## src/rtl/accum_dump_stage.sv

```systemverilog
// accum_dump_stage: integrate-and-dump stage placed after the accumulator.
// Every DECIM valid samples it takes the difference of the running sum P
// against the previous dump. It then rounds or truncates, shifts and
// saturates that difference. Results go out through a 2-entry valid/ready buffer.
// Optional feature macro: ACCUM_DUMP_ROUND_EN
//   defined   -> round half up before the shift
//   undefined -> truncate toward minus infinity (no rounding adder)
module accum_dump_stage #(
    parameter int IN_W  = 38,
    parameter int OUT_W = 16,
    parameter int SHIFT = 8,
    parameter int DECIM = 16
) (
    input  logic                    clk,
    input  logic                    reset,
    input  logic                    en_i,
    input  logic signed [IN_W-1:0]  P,
    output logic signed [OUT_W-1:0] Y,
    output logic                    y_valid_o,
    input  logic                    y_ready_i,
    output logic                    sat_o,
    output logic                    ovf_o
);

    localparam int CNT_W = (DECIM > 1) ? $clog2(DECIM) : 1;
    localparam logic [CNT_W-1:0] CNT_LAST = CNT_W'(DECIM - 1);

    // Clamp limits expressed in the IN_W+1 bit working width.
    localparam logic signed [IN_W:0] MAX_V = {{(IN_W + 2 - OUT_W){1'b0}}, {(OUT_W - 1){1'b1}}};
    localparam logic signed [IN_W:0] MIN_V = {{(IN_W + 2 - OUT_W){1'b1}}, {(OUT_W - 1){1'b0}}};

    // ---------------------------------------------------------------
    // Sample counter and dump difference
    // ---------------------------------------------------------------
    logic [CNT_W-1:0]       r_cnt;
    logic signed [IN_W-1:0] r_p_last;
    logic                   w_dump;
    logic signed [IN_W-1:0] w_diff;

    assign w_dump = en_i && (r_cnt == CNT_LAST);
    // Modular subtraction: a wrapped accumulator still gives the true window sum.
    assign w_diff = P - r_p_last;

    // Count valid samples and capture P on every dump.
    always_ff @(posedge clk) begin
        if (reset) begin
            r_cnt    <= '0;
            r_p_last <= '0;
        end else if (en_i) begin
            if (w_dump) begin
                r_cnt    <= '0;
                r_p_last <= P;
            end else begin
                r_cnt <= r_cnt + 1'b1;
            end
        end
    end

    // ---------------------------------------------------------------
    // Stage 1: registered window sum
    // ---------------------------------------------------------------
    logic signed [IN_W-1:0] r_s1_diff;
    logic                   r_s1_valid;

    // Register the window difference with its valid bit.
    always_ff @(posedge clk) begin
        if (reset) begin
            r_s1_diff  <= '0;
            r_s1_valid <= 1'b0;
        end else begin
            r_s1_valid <= w_dump;
            if (w_dump) begin
                r_s1_diff <= w_diff;
            end
        end
    end

    // ---------------------------------------------------------------
    // Stage 2: round/shift/saturate in IN_W+1 bits (no internal overflow)
    // ---------------------------------------------------------------
    logic signed [IN_W:0]    w_ext;
    logic signed [IN_W:0]    w_sum;
    logic signed [IN_W:0]    w_shift;
    logic                    w_hi;
    logic                    w_lo;
    logic signed [OUT_W-1:0] w_clamped;

    assign w_ext = {r_s1_diff[IN_W-1], r_s1_diff};
`ifdef ACCUM_DUMP_ROUND_EN
    localparam logic signed [IN_W:0] RND = (IN_W + 1)'(1) << (SHIFT - 1);
    assign w_sum = w_ext + RND;
`else
    assign w_sum = w_ext;
`endif
    assign w_shift = w_sum >>> SHIFT;
    assign w_hi    = (w_shift > MAX_V);
    assign w_lo    = (w_shift < MIN_V);

    // Pick the clamped or in-range value of the shifted window sum.
    always_comb begin
        w_clamped = w_shift[OUT_W-1:0];
        if (w_hi) begin
            w_clamped = MAX_V[OUT_W-1:0];
        end else if (w_lo) begin
            w_clamped = MIN_V[OUT_W-1:0];
        end
    end

    logic signed [OUT_W-1:0] r_s2_y;
    logic                    r_s2_valid;
    logic                    r_sat;

    // Register the stage 2 result and latch the sticky saturation flag.
    always_ff @(posedge clk) begin
        if (reset) begin
            r_s2_y     <= '0;
            r_s2_valid <= 1'b0;
            r_sat      <= 1'b0;
        end else begin
            r_s2_valid <= r_s1_valid;
            if (r_s1_valid) begin
                r_s2_y <= w_clamped;
                if (w_hi || w_lo) begin
                    r_sat <= 1'b1;
                end
            end
        end
    end

    // ---------------------------------------------------------------
    // 2-entry output buffer: head register drives Y directly, tail behind it
    // ---------------------------------------------------------------
    logic signed [OUT_W-1:0] r_head;
    logic signed [OUT_W-1:0] r_tail;
    logic                    r_head_v;
    logic                    r_tail_v;
    logic                    r_ovf;
    logic signed [OUT_W-1:0] w_head_next;
    logic signed [OUT_W-1:0] w_tail_next;
    logic                    w_head_v_next;
    logic                    w_tail_v_next;
    logic                    w_drop;
    logic                    w_pop;

    assign w_pop = r_head_v && y_ready_i;

    // Apply the pop first, then place the push in the first free slot.
    always_comb begin
        w_head_next   = r_head;
        w_tail_next   = r_tail;
        w_head_v_next = r_head_v;
        w_tail_v_next = r_tail_v;
        w_drop        = 1'b0;
        if (w_pop) begin
            if (r_tail_v) begin
                w_head_next   = r_tail;
                w_tail_v_next = 1'b0;
            end else begin
                w_head_v_next = 1'b0;
            end
        end
        if (r_s2_valid) begin
            if (!w_head_v_next) begin
                w_head_next   = r_s2_y;
                w_head_v_next = 1'b1;
            end else if (!w_tail_v_next) begin
                w_tail_next   = r_s2_y;
                w_tail_v_next = 1'b1;
            end else begin
                w_drop = 1'b1;
            end
        end
    end

    // Buffer state and sticky overflow flag.
    always_ff @(posedge clk) begin
        if (reset) begin
            r_head   <= '0;
            r_tail   <= '0;
            r_head_v <= 1'b0;
            r_tail_v <= 1'b0;
            r_ovf    <= 1'b0;
        end else begin
            r_head   <= w_head_next;
            r_tail   <= w_tail_next;
            r_head_v <= w_head_v_next;
            r_tail_v <= w_tail_v_next;
            if (w_drop) begin
                r_ovf <= 1'b1;
            end
        end
    end

    assign Y         = r_head;
    assign y_valid_o = r_head_v;
    assign sat_o     = r_sat;
    assign ovf_o     = r_ovf;

endmodule

```

## config.mk

```make
export PLATFORM = sky130hd
export DESIGN_NAME = accum_dump_stage
export DESIGN_NICKNAME = d
export VERILOG_FILES = /design/src/rtl/accum_dump_stage.sv
export SDC_FILE = /design/constraint.sdc
export NUM_CORES = 1
export LEC_CHECK = 0
export ABC_AREA = 0
export CORE_MARGIN = 2
export CORE_UTILIZATION = 62
export CTS_CLUSTER_SIZE = 30
export DETAILED_ROUTE_END_ITERATION = 8
export PLACE_DENSITY = 0.85
export SKIP_LAST_GASP = 1
export SLEW_MARGIN = 10
export SYNTH_ARGS = -nofsm -noshare
export SYNTH_HDL_FRONTEND = slang
export SYNTH_SLANG_ARGS = --single-unit
```

## constraint.sdc

```tcl
create_clock -name clk -period 6.8 [get_ports clk]
set_input_delay 1.02 -clock clk [delete_from_list [all_inputs] [get_ports clk]]
set_output_delay 1.02 -clock clk [all_outputs]
set_load 0.05 [all_outputs]
```

Word-level counts from Yosys, hierarchy flattened --
Index checks and enable logic that the tools add are counted.
Cells by class: reductions and logical operators 6, $add $sub $neg 2, bitwise operators 1, mux-type cells 16, eq/ne operators 1, magnitude comparators 2
Operators by type and width (count):
- 2-to-1 mux 16 bit | 6
- subtractor 38 bit | 1
- greater-than comparator 30 x 16 -> 1 bit (second input constant) | 1
- < comparator 30 x 16 -> 1 bit (second input constant) | 1
- 2-to-1 mux 1 bit | 9
- adder 4 x 1 -> 4 bit (second input constant) | 1
- == test 4 bit (second input constant) | 1
- 2-to-1 mux 4 bit | 1
- AND reduction 2 bit | 2
- AND reduction 3 bit | 1
- logical AND 1 bit | 2
- logical OR 1 bit | 1
- NOT 1 bit | 1
Storage, ports and cells: input bits 42, flip-flop bits (word level) 134, output and inout port bits 19, word-level logic and storage cells 40

Longest topological paths before layout --
Gate-level depths: netlist (run 1).
depth in word-level cells 5, depth in mapped cells 11, depth with buffers taken out 10

Worst setup path after synthesis (run 1) --
OpenSTA, ideal clock, no wires.
path type in2reg, start point input P[12], end point register r_s1_diff[27], data required time 6.683 ns, buffers on the path 0, slack 3.726 ns, library setup time 0.117 ns, arrival time 2.957 ns, stages 9, cells stage by stage ha_1 > a21oi_2 > o221ai_1 > a41oi_2 > nor2_1 > and3_4 > o31a_1 > or3_1 > a32o_1
Between the ends: cells in the longest elaborated chain, start to end 1
RTL lines:
- from (decl) | line 17 | input logic signed [IN_W-1:0] P,
- subtractor 38 bit | line 42 | assign w_diff = P - r_p_last;
- to (signal assigned) | line 73 | r_s1_diff <= w_diff;
- to (decl) | line 62 | logic signed [IN_W-1:0] r_s1_diff;
Every way passes these cells. A chain may end at the register's enable or synchronous reset.

Worst setup path after layout (run 1) --
start point input P[9], end point register r_s1_diff[33]
The elaborated chain is that of the path after synthesis.

==> results of run 1 <==
[registers in the layout, summed over array words and instances, names as in the netlist]
name and count:
r_tail 16, ovf_o 1, sat_o 1, r_s2_valid 1
r_s1_valid 1, r_tail_v 1, r_s1_diff 30, r_cnt 4
y_valid_o 1, Y 16, r_s2_y 16, r_p_last 38
[layout make-up]
class                      instances  area, sq um
multi-input combinational        612         3770
inverter                          52          195
clock inverter                    14          155
timing repair buffer              65          636
sequential                       126         2520
tap                              136          170
fill                             775         2490
clock buffer                      18          428
[cell families after synthesis]
family,after synthesis,synth area share (%)
buffers and inverters,99,5.62
xor gates and xnor gates,24,3.16
adders and majority gates,37,6.96
DFF,126,37.9
muxes,36,5.42
and+or+nand+nor,289,19.7
AOI/OAI and AO/OA,226,21.3
[per-layer routing]
metal | part of all wire [%] | vias to the layer above | wire [microns] | track usage [%]
met3 | 4.3 | 37 | 677 | 5.69
li1 | - | 3006 | - | -
met2 | 49 | 163 | 7730 | 49.5
met5 | 0 | - | 0 | 0
met4 | 1.8 | 0 | 281 | 9.43
met1 | 45 | 2855 | 6990 | 36.3
[synthesized netlist by cell type, types with 4 or more instances]
master    instances
o21ai_1           4
nand3_1          13
and3_1            5
nor3_1           11
nor2_1           60
dfxtp_1         126
nand2_1         136
o211ai_1         18
a21o_1            8
inv_1            51
mux2i_1          36
o21a_1            6
nor2b_1           5
o21ai_0          26
or3_1             4
o21bai_1          6
nor4_1            5
a21oi_1         104
nand2b_1         20
a211oi_1         19
o31ai_1           5
ha_1             37
clkbuf_1         43
nand4_1          18
xor2_1           12
xnor2_1          12
[how the worst max path moves through the flow]
stage	startpoint	to	slack, ns
6_report	P[9]	r_s1_diff[33]$_SDFFE_PP0P_	3.55
5_1_grt	P[5]	r_s1_diff[34]$_SDFFE_PP0P_	3.30
4_1_cts	P[9]	r_s1_diff[33]$_SDFFE_PP0P_	3.60
3_5_place_dp	P[12]	r_s1_diff[27]$_SDFFE_PP0P_	3.10
3_3_place_gp	P[12]	r_s1_diff[27]$_SDFFE_PP0P_	3.15
2_1_floorplan	P[12]	r_s1_diff[27]$_SDFFE_PP0P_	3.73
[power by group through the flow]
stage / Clock (mW) / Sequential, mW / Combinational (mW)
after floorplan: 0 / 0.756 / 0.0973
after global placement: 0 / 0.756 / 0.148
after detailed placement: 0 / 0.757 / 0.150
after CTS: 0.899 / 0.740 / 0.152
after global routing: 0.934 / 0.740 / 0.170
final: 0.892 / 0.741 / 0.154
[tightest hold or removal path: stages, from the launching register on]
cell and delay (ns):
dfxtp_1 0.31, nand2_1 0.05, a21oi_1 0.05
==> metrics, run 1 <==
status=finished, final reports clean; final setup fails=0; Slew @ Worst Pin=about 1.1 ns; n_diodes=0; Syn Area/Cell=7.95 sq um; routed vias=between 6,000 and 7,000; via count of the first global-routing pass=5,886; largest net degree at the start of global routing=107; post-place setup slack=between 3 and 4 ns; worst flop-to-flop path endpoint=r_s1_diff[33]$_SDFFE_PP0P_; Initial DRC Count=about 480; I/O Pins=61; WP depth=10; routability cong.=0.944; maximum vdd drop=between 0.15 and 0.2 mV; CP endpoint kind=flop; top_reg_cell synth=dfxtp_1; core area=0.0104 sq mm; Detail Route Antenna Nets=0; Post-Route WL=between 15 and 20 mm; worst reg2reg path startpoint=r_p_last[9]$_SDFFE_PP0P_; CP Cell Sequence=clkdlybuf4s50_1, ha_1, nand4_1, o22ai_1, nor4_1, o21ai_0, o2111ai_1, a21oi_1, nor4b_1, a211o_1; die area=0.0116 sq mm; drt first pass iters=5; dominant cells by area after synthesis=dfxtp_1 (38%), a21oi_1 (7.8%), nand2_1 (7.7%); Root Buffer=clkbuf_8; WHS=0.454 ns; Power Internal=1.34 mW; CP bufs+invs=1; row cnt=37; min-delay src=r_s1_diff[20]$_SDFFE_PP0P_; post-synth top area cell=dfxtp_1; Max-slew headroom=29.6%; first-pass GRT wire length=27.1 mm; max incr delay on CP=around 0.43 ns; post-DR vias/cell=5.92; unrepaired setup endpoints after global routing=false; highest clock rate=between 300 and 400 MHz; Post-CTS Hold Fix Bufs=0; Remaining Overflow, GRT=0; TritonCTS Sinks=126; Leak=about 2.9 nW; skew final=0.00963 ns; Ys Warns=0; CP max FO=6; clock slew at reported path FFs=0.06 ns; Setup TNS=0 ns; commonest non-fill, non-tap cell in the layout=nand2_1; CP top delay family=compound AO/OA/AOI/OAI gates; die extent in x=around 110 microns; Pwr Total=1.79 mW; Initial Utilization=64.2%; top-area cell type share of the netlist area=37.9%; Clk network pwr share=around half; post-detail-place hpwl=10.6 mm; H-Tree Depth=4; switching pwr=0.445 mW; slowest CP cell=clkdlybuf4s50_1; post-CTS setup buffer count=0; Final Worst Setup Slack=3.55 ns; power per cell area=227 mW/mm^2; max cap viols=0; initial antenna violation count=0; IO buf count=60; fraction of registers with async set/reset=0%; clock insertion delay at the later pin of the skew report=0.53 ns; Hold/Removal Path Class=flop to flop; Hold Path Sink=r_s1_diff[20]$_SDFFE_PP0P_; Placement Cell Area=0.00730 sq mm; worst hold stages=2; FF+latch count, synth=~130; critical path class=input port to flop; Max clock buf depth=2; R2R setup slack=approximately 4 ns; nets@finish=953; number of synthesized flops with an enable pin=0; P&R area growth vs syn=18.4%; placed instance count=991; CTS Buf Count=17; Tot GR Track Use=28.8%; wire per inst=roughly 15 microns; CTS tree=done; Final Cell Area=about 0.008 sq mm; cts repair resizes=0; post-synthesis cell area=0.00665 sq mm; Post-Layout Cell Count=1,023; Final Hold Fails=0; Gate power share=between 8 and 9%; Synth Net Count=916; arrival time at the worst endpoint=3.66 ns; final critical-path share of the clock period=47.8%; Final Max Tran Viols=0; FF-to-FF path depth=10; fin util=76.0%; Worst Path Required=7.22 ns; minimum clock period=~3.2 ns; Die Y=108 microns; post-synthesis sequential area ratio=between 30% and 40%; Cells after Synth=between 800 and 900; Flop pwr share=41.4%; fraction of layout cells with a size suffix above 1=~5.7%; Worst Setup Start Kind=input port; drc violations=0; commonest non-fill, non-tap cells in the layout=nand2_1 (136), dfxtp_1 (126), a21oi_1 (104); Net Sw Frac=around a quarter; Yosys cell types=57
Power figures use the tool's default switching activity.
==> run 2, diff against run 1 <==
--- a/config.mk
+++ b/config.mk
@@ -7,10 +7,10 @@
 export LEC_CHECK = 0
 export ABC_AREA = 0
 export CORE_MARGIN = 2
-export CORE_UTILIZATION = 62
+export CORE_UTILIZATION = 52
 export CTS_CLUSTER_SIZE = 30
 export DETAILED_ROUTE_END_ITERATION = 8
-export PLACE_DENSITY = 0.85
+export PLACE_DENSITY = 0.76
 export SKIP_LAST_GASP = 1
 export SLEW_MARGIN = 10
 export SYNTH_ARGS = -nofsm -noshare
==> constraint.sdc (replaced) <==
create_clock -name clk -period 2.9 [get_ports clk]
set_input_delay 0.435 -clock clk [delete_from_list [all_inputs] [get_ports clk]]
set_output_delay 0.435 -clock clk [all_outputs]
set_load 0.05 [all_outputs]
==> run 2 against run 1 <==
Total power rose by 130%. Clock power rose by 110%. Sequential power rose by 130%. Global-route usage fell by 6.0 points. Critical path depth did not move. Core utilization fell by 10 points. Largest power group unchanged. Sequential cell count did not move.
==> metrics, run 2 (synthesized netlist as in run 1, its figures left out) <==
Largest register FFs=38; worst flop-to-flop path endpoint=r_s1_diff[27]$_SDFFE_PP0P_; Largest Register=r_p_last; via count of the first global-routing pass=5,568; Post-CTS Hold Fix Bufs=0; Detail Route Antenna Nets=0; Final Worst Setup Slack=0.289 ns; commonest non-fill, non-tap cells in the layout=nand2_1 (136), dfxtp_1 (126), a21oi_1 (104); Max-slew headroom=between 40% and 50%; Final Max Tran Viols=0; n_diodes=0; Hold/Removal Path Class=input port to flop; nets@finish=1,005; CTS tree=done; CP max FO=3; post-CTS setup buffer count=0; FF-to-FF path depth=10; core area=0.0126 sq mm; Initial Utilization=52.9%; critical path class=input port to flop; post-place setup slack=-0.114 ns; row cnt=41; Largest regs=r_p_last x38, r_s1_diff x30; final critical-path share of the clock period=between 90% and 100%; worst reg2reg path startpoint=r_p_last[12]$_SDFFE_PP0P_; drt first pass iters=5; Worst Setup Start Kind=input port; highest clock rate=383 MHz; Post-Route WL=14.7 mm; P&R area growth vs syn=24.1%; placed instance count=1,079; CTS Buf Count=17; power per cell area=490 mW/mm^2; commonest non-fill, non-tap cell in the layout=nand2_1; worst hold stages=2; Max clock buf depth=2; Slew @ Worst Pin=0.888 ns; drc violations=0; H-Tree Depth=4; die extent in x=117 microns; I/O Pins=61; Post-Layout Cell Count=1,108; post-DR vias/cell=5.44; initial antenna violation count=0; Remaining Overflow, GRT=0; die area=0.0137 sq mm; routed vias=6,030; IO buf count=60; Pwr Total=4.04 mW; maximum vdd drop=0.589 mV; Worst Path Required=3.20 ns; arrival time at the worst endpoint=2.91 ns; first-pass GRT wire length=25.5 mm; Root Buffer=clkbuf_16; final setup fails=0; skew final=about 0.0066 ns; clock slew at reported path FFs=0.05 ns; Die Y=117 microns; max cap viols=0; clock insertion delay at the later pin of the skew report=between 0.4 and 0.5 ns; Hold Path Sink=r_cnt[0]$_SDFFE_PP0P_; wire per inst=13.3 microns; unrepaired setup endpoints after global routing=false; Tot GR Track Use=22.8%; routability cong.=0.917; Leak=3.09 nW; WHS=0.414 ns; R2R setup slack=0.41 ns; largest net degree at the start of global routing=just under 60; Initial DRC Count=472; min-delay src=reset; CP endpoint kind=flop; minimum clock period=between 2 and 3 ns; post-detail-place hpwl=10.4 mm; Final Hold Fails=0; fraction of layout cells with a size suffix above 1=10.1%; Setup TNS=0 ns; status=finished, final reports clean; TritonCTS Sinks=126; cts repair resizes=0
## run 2: cell count changes in the layout (fill, tap and decap cells not counted)
cell | previous run | this run
buf_4 | 6 | 58
clkinv_4 | 0 | 2
inv_6 | 6 | 0
clkinv_2 | 1 | 2
clkbuf_1 | 0 | 5
clkbuf_16 | 16 | 17
clkbuf_8 | 2 | 1
bufinv_16 | 2 | 1
clkinvlp_4 | 5 | 1
## run 2: through the flow
stage	utilization (%)	cell area (sq um)
detailed placement	61.5	7730
floorplan	-	6650
global placement	61.5	7730
global route	65.7	8250
finish	65.7	8250
CTS	65.7	8250
## run 2: area by class of cell
class | instances | area [sq um]
fill | 1080 | 4310
multi-input combinational | 612 | 3770
sequential | 126 | 2520
timing repair buffer | 117 | 1030
clock buffer | 23 | 458
tap | 172 | 215
inverter | 52 | 195
clock inverter | 6 | 65.1
## run 2: power breakdown
group	internal, mW	switching (mW)	leakage (nW)
Sequential	1.74	0.00216	1.01
Combinational	0.191	0.211	1.82
Clock	1.18	0.721	0.253
## run 2: metal layers
metal | global-route usage (%) | wire (microns) | up-vias
met5 | 0 | 0 | -
met3 | 5.25 | 569 | 26
met1 | 30.4 | 7230 | 2773
li1 | - | - | 3107
met4 | 7.69 | 226 | 0
met2 | 36.6 | 6720 | 124
## run 2: worst max-delay path, stage by stage
cell	delay, ns
clkdlybuf4s50_1	0.43
ha_1	0.35
a21oi_2	0.19
o221ai_1	0.17
a41oi_2	0.27
buf_4	0.14
o31ai_1	0.09
o31a_1	0.26
or3_1	0.31
a32o_1	0.25
## run 2: how the worst max path moves through the flow
stage               startpoint                    endpoint  slack (ns)
global placement         P[12]  r_s1_diff[27]$_SDFFE_PP0P_       -0.07
global route              P[6]  r_s1_diff[33]$_SDFFE_PP0P_        0.10
floorplan                P[12]  r_s1_diff[27]$_SDFFE_PP0P_        0.41
CTS                      P[12]  r_s1_diff[27]$_SDFFE_PP0P_        0.32
finish                   P[12]  r_s1_diff[27]$_SDFFE_PP0P_        0.29
detailed placement       P[12]  r_s1_diff[27]$_SDFFE_PP0P_       -0.11
